File: src/rtl/fb_scanout.sv
`timescale 1ns/1ps
// Frame-buffer scanout: reads BSRAM port B in raster order and streams pixels on a valid/ready port.
// Latency: start sampled -> first read 1 cycle later -> first pix_valid RD_LAT+2 cycles after start.
// Backpressure: reads are credit-limited to FIFO space, so pix_ready=0 stalls issue without losing data.

// Generic show-ahead FIFO: head entry is always visible while not empty.
// Latency: a push is visible at the head on the following cycle.
// Backpressure: pop only when not empty; a push into a full FIFO is legal only alongside a pop.
module fb_fifo #(
    parameter int W = 11,
    parameter int D = 4
) (
    input  logic               clk,
    input  logic               rst_n,
    input  logic               flush,
    input  logic               push_vld,
    input  logic [W-1:0]       push_dat,
    input  logic               pop_rdy,
    output logic [W-1:0]       head_dat,
    output logic               empty,
    output logic [$clog2(D):0] count
);
    localparam int AW = $clog2(D);
    localparam logic [AW-1:0] PTR_ONE = 1;
    localparam logic [AW:0]   CNT_ONE = 1;
    localparam logic [AW:0]   CNT_MAX = D;

    logic [W-1:0]  mem_q [D];
    logic [W-1:0]  mem_d [D];
    logic [AW-1:0] wr_ptr_q, wr_ptr_d;
    logic [AW-1:0] rd_ptr_q, rd_ptr_d;
    logic [AW:0]   cnt_q, cnt_d;
    logic          full;
    logic          do_push;
    logic          do_pop;

    assign empty    = (cnt_q == '0);
    assign full     = (cnt_q == CNT_MAX);
    assign count    = cnt_q;
    assign head_dat = mem_q[rd_ptr_q];
    assign do_pop   = pop_rdy && !empty;
    assign do_push  = push_vld && (!full || do_pop);

    // Next-state for storage, pointers and occupancy; flush wins over push/pop.
    always_comb begin
        mem_d    = mem_q;
        wr_ptr_d = wr_ptr_q;
        rd_ptr_d = rd_ptr_q;
        cnt_d    = cnt_q;
        if (flush) begin
            wr_ptr_d = '0;
            rd_ptr_d = '0;
            cnt_d    = '0;
        end else begin
            if (do_push) begin
                mem_d[wr_ptr_q] = push_dat;
                wr_ptr_d        = wr_ptr_q + PTR_ONE;
            end
            if (do_pop) begin
                rd_ptr_d = rd_ptr_q + PTR_ONE;
            end
            case ({do_push, do_pop})
                2'b10:   cnt_d = cnt_q + CNT_ONE;
                2'b01:   cnt_d = cnt_q - CNT_ONE;
                default: cnt_d = cnt_q;
            endcase
        end
    end

    // FIFO state registers.
    always_ff @(posedge clk or negedge rst_n) begin
        if (!rst_n) begin
            for (int i = 0; i < D; i++) mem_q[i] <= '0;
            wr_ptr_q <= '0;
            rd_ptr_q <= '0;
            cnt_q    <= '0;
        end else begin
            mem_q    <= mem_d;
            wr_ptr_q <= wr_ptr_d;
            rd_ptr_q <= rd_ptr_d;
            cnt_q    <= cnt_d;
        end
    end

    // Upstream credit accounting must never push into a full FIFO without a matching pop.
    a_no_overflow: assert property (@(posedge clk) disable iff (!rst_n)
        !(push_vld && !flush && full && !do_pop));
endmodule

module fb_scanout #(
    parameter int A_SIZE  = 11,
    parameter int W_SIZE  = 8,
    parameter int H_PIX   = 64,
    parameter int V_LINES = 32,
    parameter int RD_LAT  = 1,
    parameter int FIFO_D  = 4
) (
    input  logic              clk,
    input  logic              reset,
    input  logic              start,
    input  logic              abort,
    output logic              fb_ce,
    output logic [A_SIZE-1:0] fb_addr,
    input  logic [W_SIZE-1:0] fb_dout,
    output logic [W_SIZE-1:0] pix_data,
    output logic              pix_valid,
    input  logic              pix_ready,
    output logic              pix_sol,
    output logic              pix_eol,
    output logic              pix_eof,
    output logic              busy,
    output logic              frame_done
);
    localparam int N  = H_PIX * V_LINES;
    localparam int XW = (H_PIX > 1) ? $clog2(H_PIX) : 1;
    localparam int YW = (V_LINES > 1) ? $clog2(V_LINES) : 1;
    localparam int IW = $clog2(RD_LAT + 1);
    localparam int FW = W_SIZE + 3;
    localparam int CW = $clog2(FIFO_D) + 1;

    localparam logic [A_SIZE-1:0] ADDR_LAST = A_SIZE'(N - 1);
    localparam logic [A_SIZE-1:0] ADDR_ONE  = 1;
    localparam logic [XW-1:0]     X_LAST    = XW'(H_PIX - 1);
    localparam logic [XW-1:0]     X_ONE     = 1;
    localparam logic [YW-1:0]     Y_LAST    = YW'(V_LINES - 1);
    localparam logic [YW-1:0]     Y_ONE     = 1;

    typedef enum logic [1:0] {IDLE, RUN, DRAIN} state_t;

    typedef struct packed {
        logic [W_SIZE-1:0] data;
        logic              sol;
        logic              eol;
        logic              eof;
    } pix_t;

    typedef struct packed {
        logic vld;
        logic sol;
        logic eol;
        logic eof;
    } dl_t;

    state_t            state_q, state_d;
    logic [A_SIZE-1:0] addr_q, addr_d;
    logic [XW-1:0]     x_q, x_d;
    logic [YW-1:0]     y_q, y_d;
    logic              frame_done_q, frame_done_d;
    dl_t               dl_q [RD_LAT];
    dl_t               dl_d [RD_LAT];

    logic [IW-1:0]     inflight;
    logic [CW-1:0]     fifo_cnt;
    logic              fifo_empty;
    pix_t              push_ent;
    pix_t              head_ent;
    logic              credit;
    logic              issue;
    logic              last;
    logic              iss_sol, iss_eol, iss_eof;
    logic              eof_xfer;

    // Reads still travelling through the BSRAM pipeline.
    always_comb begin
        inflight = '0;
        for (int i = 0; i < RD_LAT; i++) inflight = inflight + IW'(dl_q[i].vld);
    end

    assign credit   = (int'(fifo_cnt) + int'(inflight)) < FIFO_D;
    assign issue    = (state_q == RUN) && credit;
    assign last     = (addr_q == ADDR_LAST);
    assign iss_sol  = (x_q == '0);
    assign iss_eol  = (x_q == X_LAST);
    assign iss_eof  = iss_eol && (y_q == Y_LAST);
    assign eof_xfer = !fifo_empty && pix_ready && head_ent.eof;

    // Frame sequencing: raster counters advance per issued read; drain ends with the eof transfer,
    // which is exactly when the FIFO and the read pipeline have gone empty.
    always_comb begin
        state_d      = state_q;
        addr_d       = addr_q;
        x_d          = x_q;
        y_d          = y_q;
        frame_done_d = 1'b0;
        case (state_q)
            IDLE: begin
                if (start) begin
                    state_d = RUN;
                    addr_d  = '0;
                    x_d     = '0;
                    y_d     = '0;
                end
            end
            RUN: begin
                if (issue) begin
                    if (last) begin
                        state_d = DRAIN;
                    end else begin
                        addr_d = addr_q + ADDR_ONE;
                    end
                    if (iss_eol) begin
                        x_d = '0;
                        y_d = y_q + Y_ONE;
                    end else begin
                        x_d = x_q + X_ONE;
                    end
                end
            end
            DRAIN: begin
                if (eof_xfer) begin
                    state_d      = IDLE;
                    frame_done_d = 1'b1;
                end
            end
            default: state_d = IDLE;
        endcase
        if (abort) begin
            state_d      = IDLE;
            addr_d       = '0;
            x_d          = '0;
            y_d          = '0;
            frame_done_d = 1'b0;
        end
    end

    // Read-pipeline shadow: valid and raster flags ride alongside the BSRAM access.
    always_comb begin
        dl_d[0] = '{vld: issue, sol: iss_sol, eol: iss_eol, eof: iss_eof};
        for (int i = 1; i < RD_LAT; i++) dl_d[i] = dl_q[i-1];
        if (abort) begin
            for (int i = 0; i < RD_LAT; i++) dl_d[i] = '0;
        end
    end

    // Control and pipeline registers.
    always_ff @(posedge clk or negedge reset) begin
        if (!reset) begin
            state_q      <= IDLE;
            addr_q       <= '0;
            x_q          <= '0;
            y_q          <= '0;
            frame_done_q <= 1'b0;
            for (int i = 0; i < RD_LAT; i++) dl_q[i] <= '0;
        end else begin
            state_q      <= state_d;
            addr_q       <= addr_d;
            x_q          <= x_d;
            y_q          <= y_d;
            frame_done_q <= frame_done_d;
            dl_q         <= dl_d;
        end
    end

    assign push_ent = '{data: fb_dout, sol: dl_q[RD_LAT-1].sol,
                        eol: dl_q[RD_LAT-1].eol, eof: dl_q[RD_LAT-1].eof};

    fb_fifo #(.W(FW), .D(FIFO_D)) u_fifo (
        .clk      (clk),
        .rst_n    (reset),
        .flush    (abort),
        .push_vld (dl_q[RD_LAT-1].vld),
        .push_dat (push_ent),
        .pop_rdy  (pix_ready),
        .head_dat (head_ent),
        .empty    (fifo_empty),
        .count    (fifo_cnt)
    );

    assign fb_ce      = issue;
    assign fb_addr    = addr_q;
    assign pix_valid  = !fifo_empty;
    assign pix_data   = pix_valid ? head_ent.data : '0;
    assign pix_sol    = pix_valid && head_ent.sol;
    assign pix_eol    = pix_valid && head_ent.eol;
    assign pix_eof    = pix_valid && head_ent.eof;
    assign busy       = (state_q != IDLE);
    assign frame_done = frame_done_q;
endmodule
File: config.mk
export PLATFORM = sky130hd
export DESIGN_NAME = fb_scanout
export DESIGN_NICKNAME = d
export VERILOG_FILES = /design/src/rtl/fb_scanout.sv
export SDC_FILE = /design/constraint.sdc
export NUM_CORES = 1
export LEC_CHECK = 0
export CORE_UTILIZATION = 62
export CTS_CLUSTER_SIZE = 25
export DETAILED_ROUTE_END_ITERATION = 7
export GPL_ROUTABILITY_DRIVEN = 0
export GPL_TIMING_DRIVEN = 0
export PLACE_DENSITY = 0.86
export SYNTH_ARGS = -nofsm -noshare
export SYNTH_HDL_FRONTEND = slang
export SYNTH_SLANG_ARGS = --single-unit
File: constraint.sdc
create_clock -name clk -period 6.77 [get_ports clk]
set_input_delay 1.0155 -clock clk [delete_from_list [all_inputs] [get_ports clk]]
set_output_delay 1.0155 -clock clk [all_outputs]
set_load 0.02 [all_outputs]
# [Word level (Yosys, flattened, before mapping)]
# Index checks and enable logic that the tools add are counted.
[word_totals] output_inout_bits=26 input_bits=13 elab_cells=108 register_bits=80
[op_classes] mux=38 n_reduce_logical=25 n_addsub=8 n_bitwise=3 order_cmp=4 eq_ne=14
[op_table] cell="2-to-1 mux 11 bit" count=7
[op_table] cell="bitwise mux 44 bit" count=1
[op_table] cell="2-to-1 mux 6 bit" count=4
[op_table] cell="binary-select mux 11 bit (select 2 bit)" count=1
[op_table] cell="demux 11 bit (select 2 bit)" count=1
[op_table] cell="one-hot mux 11 bit (2 select lines)" count=1
[op_table] cell="2-to-1 mux 5 bit" count=4
[op_table] cell="2-to-1 mux 2 bit" count=9
[op_table] cell="inequality test 3 bit, second input constant" count=6
[op_table] cell="one-hot mux 6 bit (2 select lines)" count=1
[op_table] cell="AND reduction 4 bit" count=3
[op_table] cell="adder 11 x 1 -> 11 bit, second input constant" count=1
[op_table] cell="== test 11 bit, second input constant" count=1
[op_table] cell="one-hot mux 5 bit (2 select lines)" count=1
[op_table] cell="logical AND 1 bit" count=9
[op_table] cell="2-to-1 mux 8 bit" count=1
[op_table] cell="adder 6 x 1 -> 6 bit, second input constant" count=1
[op_table] cell="== test 6 bit, second input constant" count=1
[op_table] cell="greater-or-equal comparator 3 bit, second input constant" count=2
[op_table] cell="logical NOT 6 bit" count=1
[op_table] cell="NOT 2 -> 3 bit" count=2
[op_table] cell="one-hot mux 2 bit (3 select lines)" count=1
[op_table] cell="one-hot mux 3 bit (2 select lines)" count=1
[op_table] cell="nonzero test 2 bit" count=3
[op_table] cell="other kinds (22)" count=29

# [Logic depth before layout (Yosys ltp)]
[depth] word_depth=8 mapped_depth=9 depth_no_buf=8

# [Hierarchy]
# Synthesis repeated with hierarchy kept, for this count alone.
[hier_totals] cells_unflattened=351 area_unflattened_um2=4408.0
[modules_own_cells] mod="fb_fifo" seq_area_each_um2=1276.2 cells_each=170 area_each_um2=2708.8 instances=1
[modules_own_cells] mod="fb_scanout" seq_area_each_um2=725.7 cells_each=181 area_each_um2=1699.1 instances=1

# [Worst setup path before layout]
# No wires, ideal clock.
[synth_path] kind="reg2out" startpoint="reg u_fifo.cnt_q[2] (netlist: u_fifo.count[2])" endpoint="out pix_data[0]" required_time_ns=5.754 stages_incl_launch_ff=5 slack_ns=4.202 arrival_ns=1.552 n_path_buf=2 path_cell_list="dfrtp_1 -> clkbuf_1 -> or3_1 -> clkbuf_1 -> and2_1"
[synth_via] elab_chain_cells=2
[synth_lines] item="start: declaration" line_no="32" text="logic [AW:0] cnt_q, cnt_d;"
[synth_lines] item="start signal: assignment" line_no="81" text="cnt_q <= cnt_d;"
[synth_lines] item="logical NOT 3 bit" line_no="37" text="assign empty = (cnt_q == '0);"
[synth_lines] item="2-to-1 mux 8 bit" line_no="272" text="assign pix_data = pix_valid ? head_ent.data : '0;"
[synth_lines] item="end: declaration" line_no="105" text="output logic [W_SIZE-1:0] pix_data,"
# Every way passes these cells.

# [Final worst setup path]
[layout_path] startpoint="reg u_fifo.cnt_q[2] (netlist: u_fifo.count[2])" endpoint="out pix_eol"
[layout_via] elab_chain_cells=3
[layout_lines] item="logical NOT 3 bit" line_no="37"
[layout_lines] item="logical NOT 1 bit" line_no="271" text="assign pix_valid = !fifo_empty;"
[layout_lines] item="logical AND 1 bit" line_no="274" text="assign pix_eol = pix_valid && head_ent.eol;"
[layout_lines] item="end: declaration" line_no="109" text="output logic pix_eol,"
# Every way passes these cells.

==> results by group <==
Place
  • Dpl hpwl: 6.38 mm
  • Port bufs: 38
  • Area after DPL: between 0.004 and 0.005 mm²

STA
  • Worst-margin pin slew: around 0.77 ns
  • Hold Fails Final Rpt: 0
  • Final slew viol count: 0
  • Fmax: approximately 270 MHz
  • Final setup fails: 0
  • RSZ-0062 raised after global routing: false
  • Total negative setup slack: 0 ns
  • Period utilization: 0.541
  • Setup Skew: 0.0111 ns
  • Post-route minimum period: 3.66 ns
  • Slew HR: 0.484

Synthesis
  • Synth Net Count: approximately 370
  • Area contributors post-synth: dfrtp_1 (47%), mux2_4 (14%), mux4_2 (5.8%)
  • Sequential element share of the synthesized area: 0.467
  • Post-synth ARST share: 1.00
  • Yosys top cell by area: dfrtp_1
  • Synth top cells by count: dfrtp_1 (80), mux2_4 (40), nor2_1 (17), nand3_1 (16)
  • Top_reg_cell synth: dfrtp_1
  • Post-synth EDFFs: 0
  • Top cell type's share of synthesized area: 0.467
  • Mapped Area: approximately 0.0043 mm²
  • Netlist cell types: just over 60
  • Synth Register Bits: 80
  • Most frequent cell after synthesis: dfrtp_1
  • YS warnings: 0
  • Avg Inst Size Synth: approximately 12 µm²
  • Post-Syn Instances: ~350

CTS
  • Clk slew on worst S/H paths: 0.08 ns
  • CTS Sinks: 80
  • Postcts setup bufs: 0
  • CTS root buf: clkbuf_8
  • TritonCTS Buffers: 9
  • CTS tree: done
  • CTS resizes: 0
  • Hold Buf Count CTS: 0
  • H-tree depth: 3
  • CTS Buffer Depth: 2
  • Later-pin clock latency in the skew report: 0.35 ns

Die
  • Core ar.: 0.00649 mm²
  • Initial Util: 0.660
  • Rows: 29
  • Die area: 0.00725 mm²
  • Chip width: between 80 and 90 µm
  • # IOs: 39
  • Vert. Die Dim: around 85 µm

Layout
  • ANT cells: 0
  • Layout Nets: roughly 420
  • Layout area overhead: 17.2%
  • Share of cells above drive strength 1: 0.255
  • Final Cell Area: approximately 0.0050 mm²
  • # fillers: ~420

Critical path
  • Data arrival time of the critical path: about 2.7 ns
  • Crit. End Element: primary output
  • Reg2reg end: u_fifo.count[1]$_DFFE_PN0P_
  • Crit Reg-Reg Startpoint: u_fifo.count[2]$_DFFE_PN0P_
  • CP startpoint: u_fifo.count[2]$_DFFE_PN0P_
  • Critical path class: reg -> out
  • End point of the critical path: pix_eol
  • Crit Path Max Fanout: 10
  • Register-to-Register Path Depth: 9
  • Reg2Reg Setup Slack: between 4 and 5 ns
  • Critical Path Start Type: flip-flop
  • Crit path required time: ~5.8 ns

Drt
  • Antenna Violating Nets Remaining: 0
  • DR pass1 iterations: 4
  • DRT Wirelength: 9.32 mm
  • Via count: 3,092
  • 1st-iter DRT viols: between 100 and 150
  • DRC: 0
  • Vias/cell: between 6 and 7
  • Per-cell routed wire length: 19.4 µm

GRT
  • Global route overflow: 0
  • Vias in the first global route: between 3,000 and 4,000
  • Initial antenna violation count: 0
  • GRT Util Overall: 0.279
  • Global-route wire length before repair: between 15 and 20 mm
  • Largest net degree at the start of global routing: a little over 70

Worst hold path
  • Hold Crit Class: in -> async

Power
  • Leakage: between 0.002 and 0.0025 µW
  • Pwr Density: ~240 mW/mm²
  • Peak supply drop: about 0.00015 V

Status
  • Outcome: completed

Job
  • Max-cap violation count: 0
## how the worst min path moves through the flow
stage / start / end / slack, ns / cells past startpoint
after floorplan: x_q[3]$_DFFE_PN0P_ / dl_q[2]$_DFF_PN0_ / 0.45 / 1
after global placement: x_q[3]$_DFFE_PN0P_ / dl_q[2]$_DFF_PN0_ / 0.48 / 1
after detailed placement: u_fifo.mem_q[14]$_DFFE_PN0P_ / u_fifo.mem_q[14]$_DFFE_PN0P_ / 0.49 / 1
after CTS: reset / u_fifo.mem_q[32]$_DFFE_PN0P_ / 0.49 / 1
after global routing: reset / u_fifo.mem_q[32]$_DFFE_PN0P_ / 0.49 / 1
final: reset / u_fifo.mem_q[32]$_DFFE_PN0P_ / 0.50 / 1
## through the flow
stage               total power (µW)  utilization  setup slack (ns)  std cells  hold slack (ns)
floorplan                        707            -              4.20        349            0.454
global placement                 778        0.734              1.94        464            0.484
detailed placement               796        0.737              3.45        465            0.491
CTS                             1210        0.774              3.08        481            0.489
global route                    1250        0.774              2.89        481            0.489
finish                          1200        0.774              3.11        481            0.502
## worst max-delay path: stages, from the launching register on
cell and delay, ns:
dfrtp_1 0.44, clkbuf_1 0.35, or3_1 0.30, clkbuf_1 0.39, and2_1 0.22, clkdlybuf4s50_1 0.60
## cell usage in the layout (no fill, tap or decap), types with 3 or more instances in the layout
cell type         n
buf_2             5
nand4_1           5
o211ai_1          3
nand3_1          16
nand2_2           5
ha_1              9
clkdlybuf4s50_1  37
mux2_2            6
nor2_1           17
a21oi_1           7
a31oi_1           8
buf_6             4
nor3_1            4
or3_1             3
dfrtp_1          80
mux2i_1           3
a211oi_1          4
and3_1            4
inv_1            13
nand2_1          13
a31o_2            3
mux4_2           11
or2_2             3
clkbuf_1          7
and2_1           15
o21ai_0          15
or4_1             4
bufinv_16         3
clkbuf_8          9
mux2_4           40
## cell type report
type                    count  area, µm²  share of cell area
plain buffers              17        104              0.0207
clock buffers              10        128              0.0254
clock inverters             6        108              0.0214
inverters                  14       52.6              0.0105
multi-input cells         238       2130               0.424
flip-flops and latches     80       2000               0.398
well taps                  77       96.3              0.0192
repair buffers             39        405              0.0807
## power by group
| part | internal [µW] | leakage (µW) | switching (µW) |
|---|---|---|---|
| clock network | 244 | 0.000116 | 171 |
| logic | 130 | 0.00114 | 109 |
| registers | 517 | 0.00109 | 32.1 |
## cells by family (layout without fill, tap and decap cells)
group | count (synthesis) | in the layout | share of synthesized area
compound gates | 60 | 60 | 0.100
xor+xnor | 3 | 3 | 0.00613
fa+ha+maj | 10 | 10 | 0.0309
buf+inv | 31 | 86 | 0.0365
flops | 80 | 80 | 0.467
mux | 60 | 60 | 0.221
simple gates | 105 | 105 | 0.139
## flip-flops by register name (all words and copies together), names as in the netlist
register / count
fb_addr: 11
frame_done: 1
u_fifo.rd_ptr_q: 2
state_q: 2
u_fifo.count: 3
dl_q: 4
u_fifo.mem_q: 44
y_q: 5
u_fifo.wr_ptr_q: 2
x_q: 6
## layer usage
| metal | vias to the layer above | share of wire | track usage | wire length (µm) |
|---|---|---|---|---|
| met5 | - | 0 | 0 | 0 |
| met4 | 0 | 0.015 | 0.0817 | 142 |
| met3 | 16 | 0.048 | 0.0661 | 445 |
| met2 | 100 | 0.52 | 0.497 | 4880 |
| met1 | 1581 | 0.41 | 0.337 | 3850 |
| li1 | 1395 | - | - | - |
Note: power is estimated with default switching activity, not from simulation.
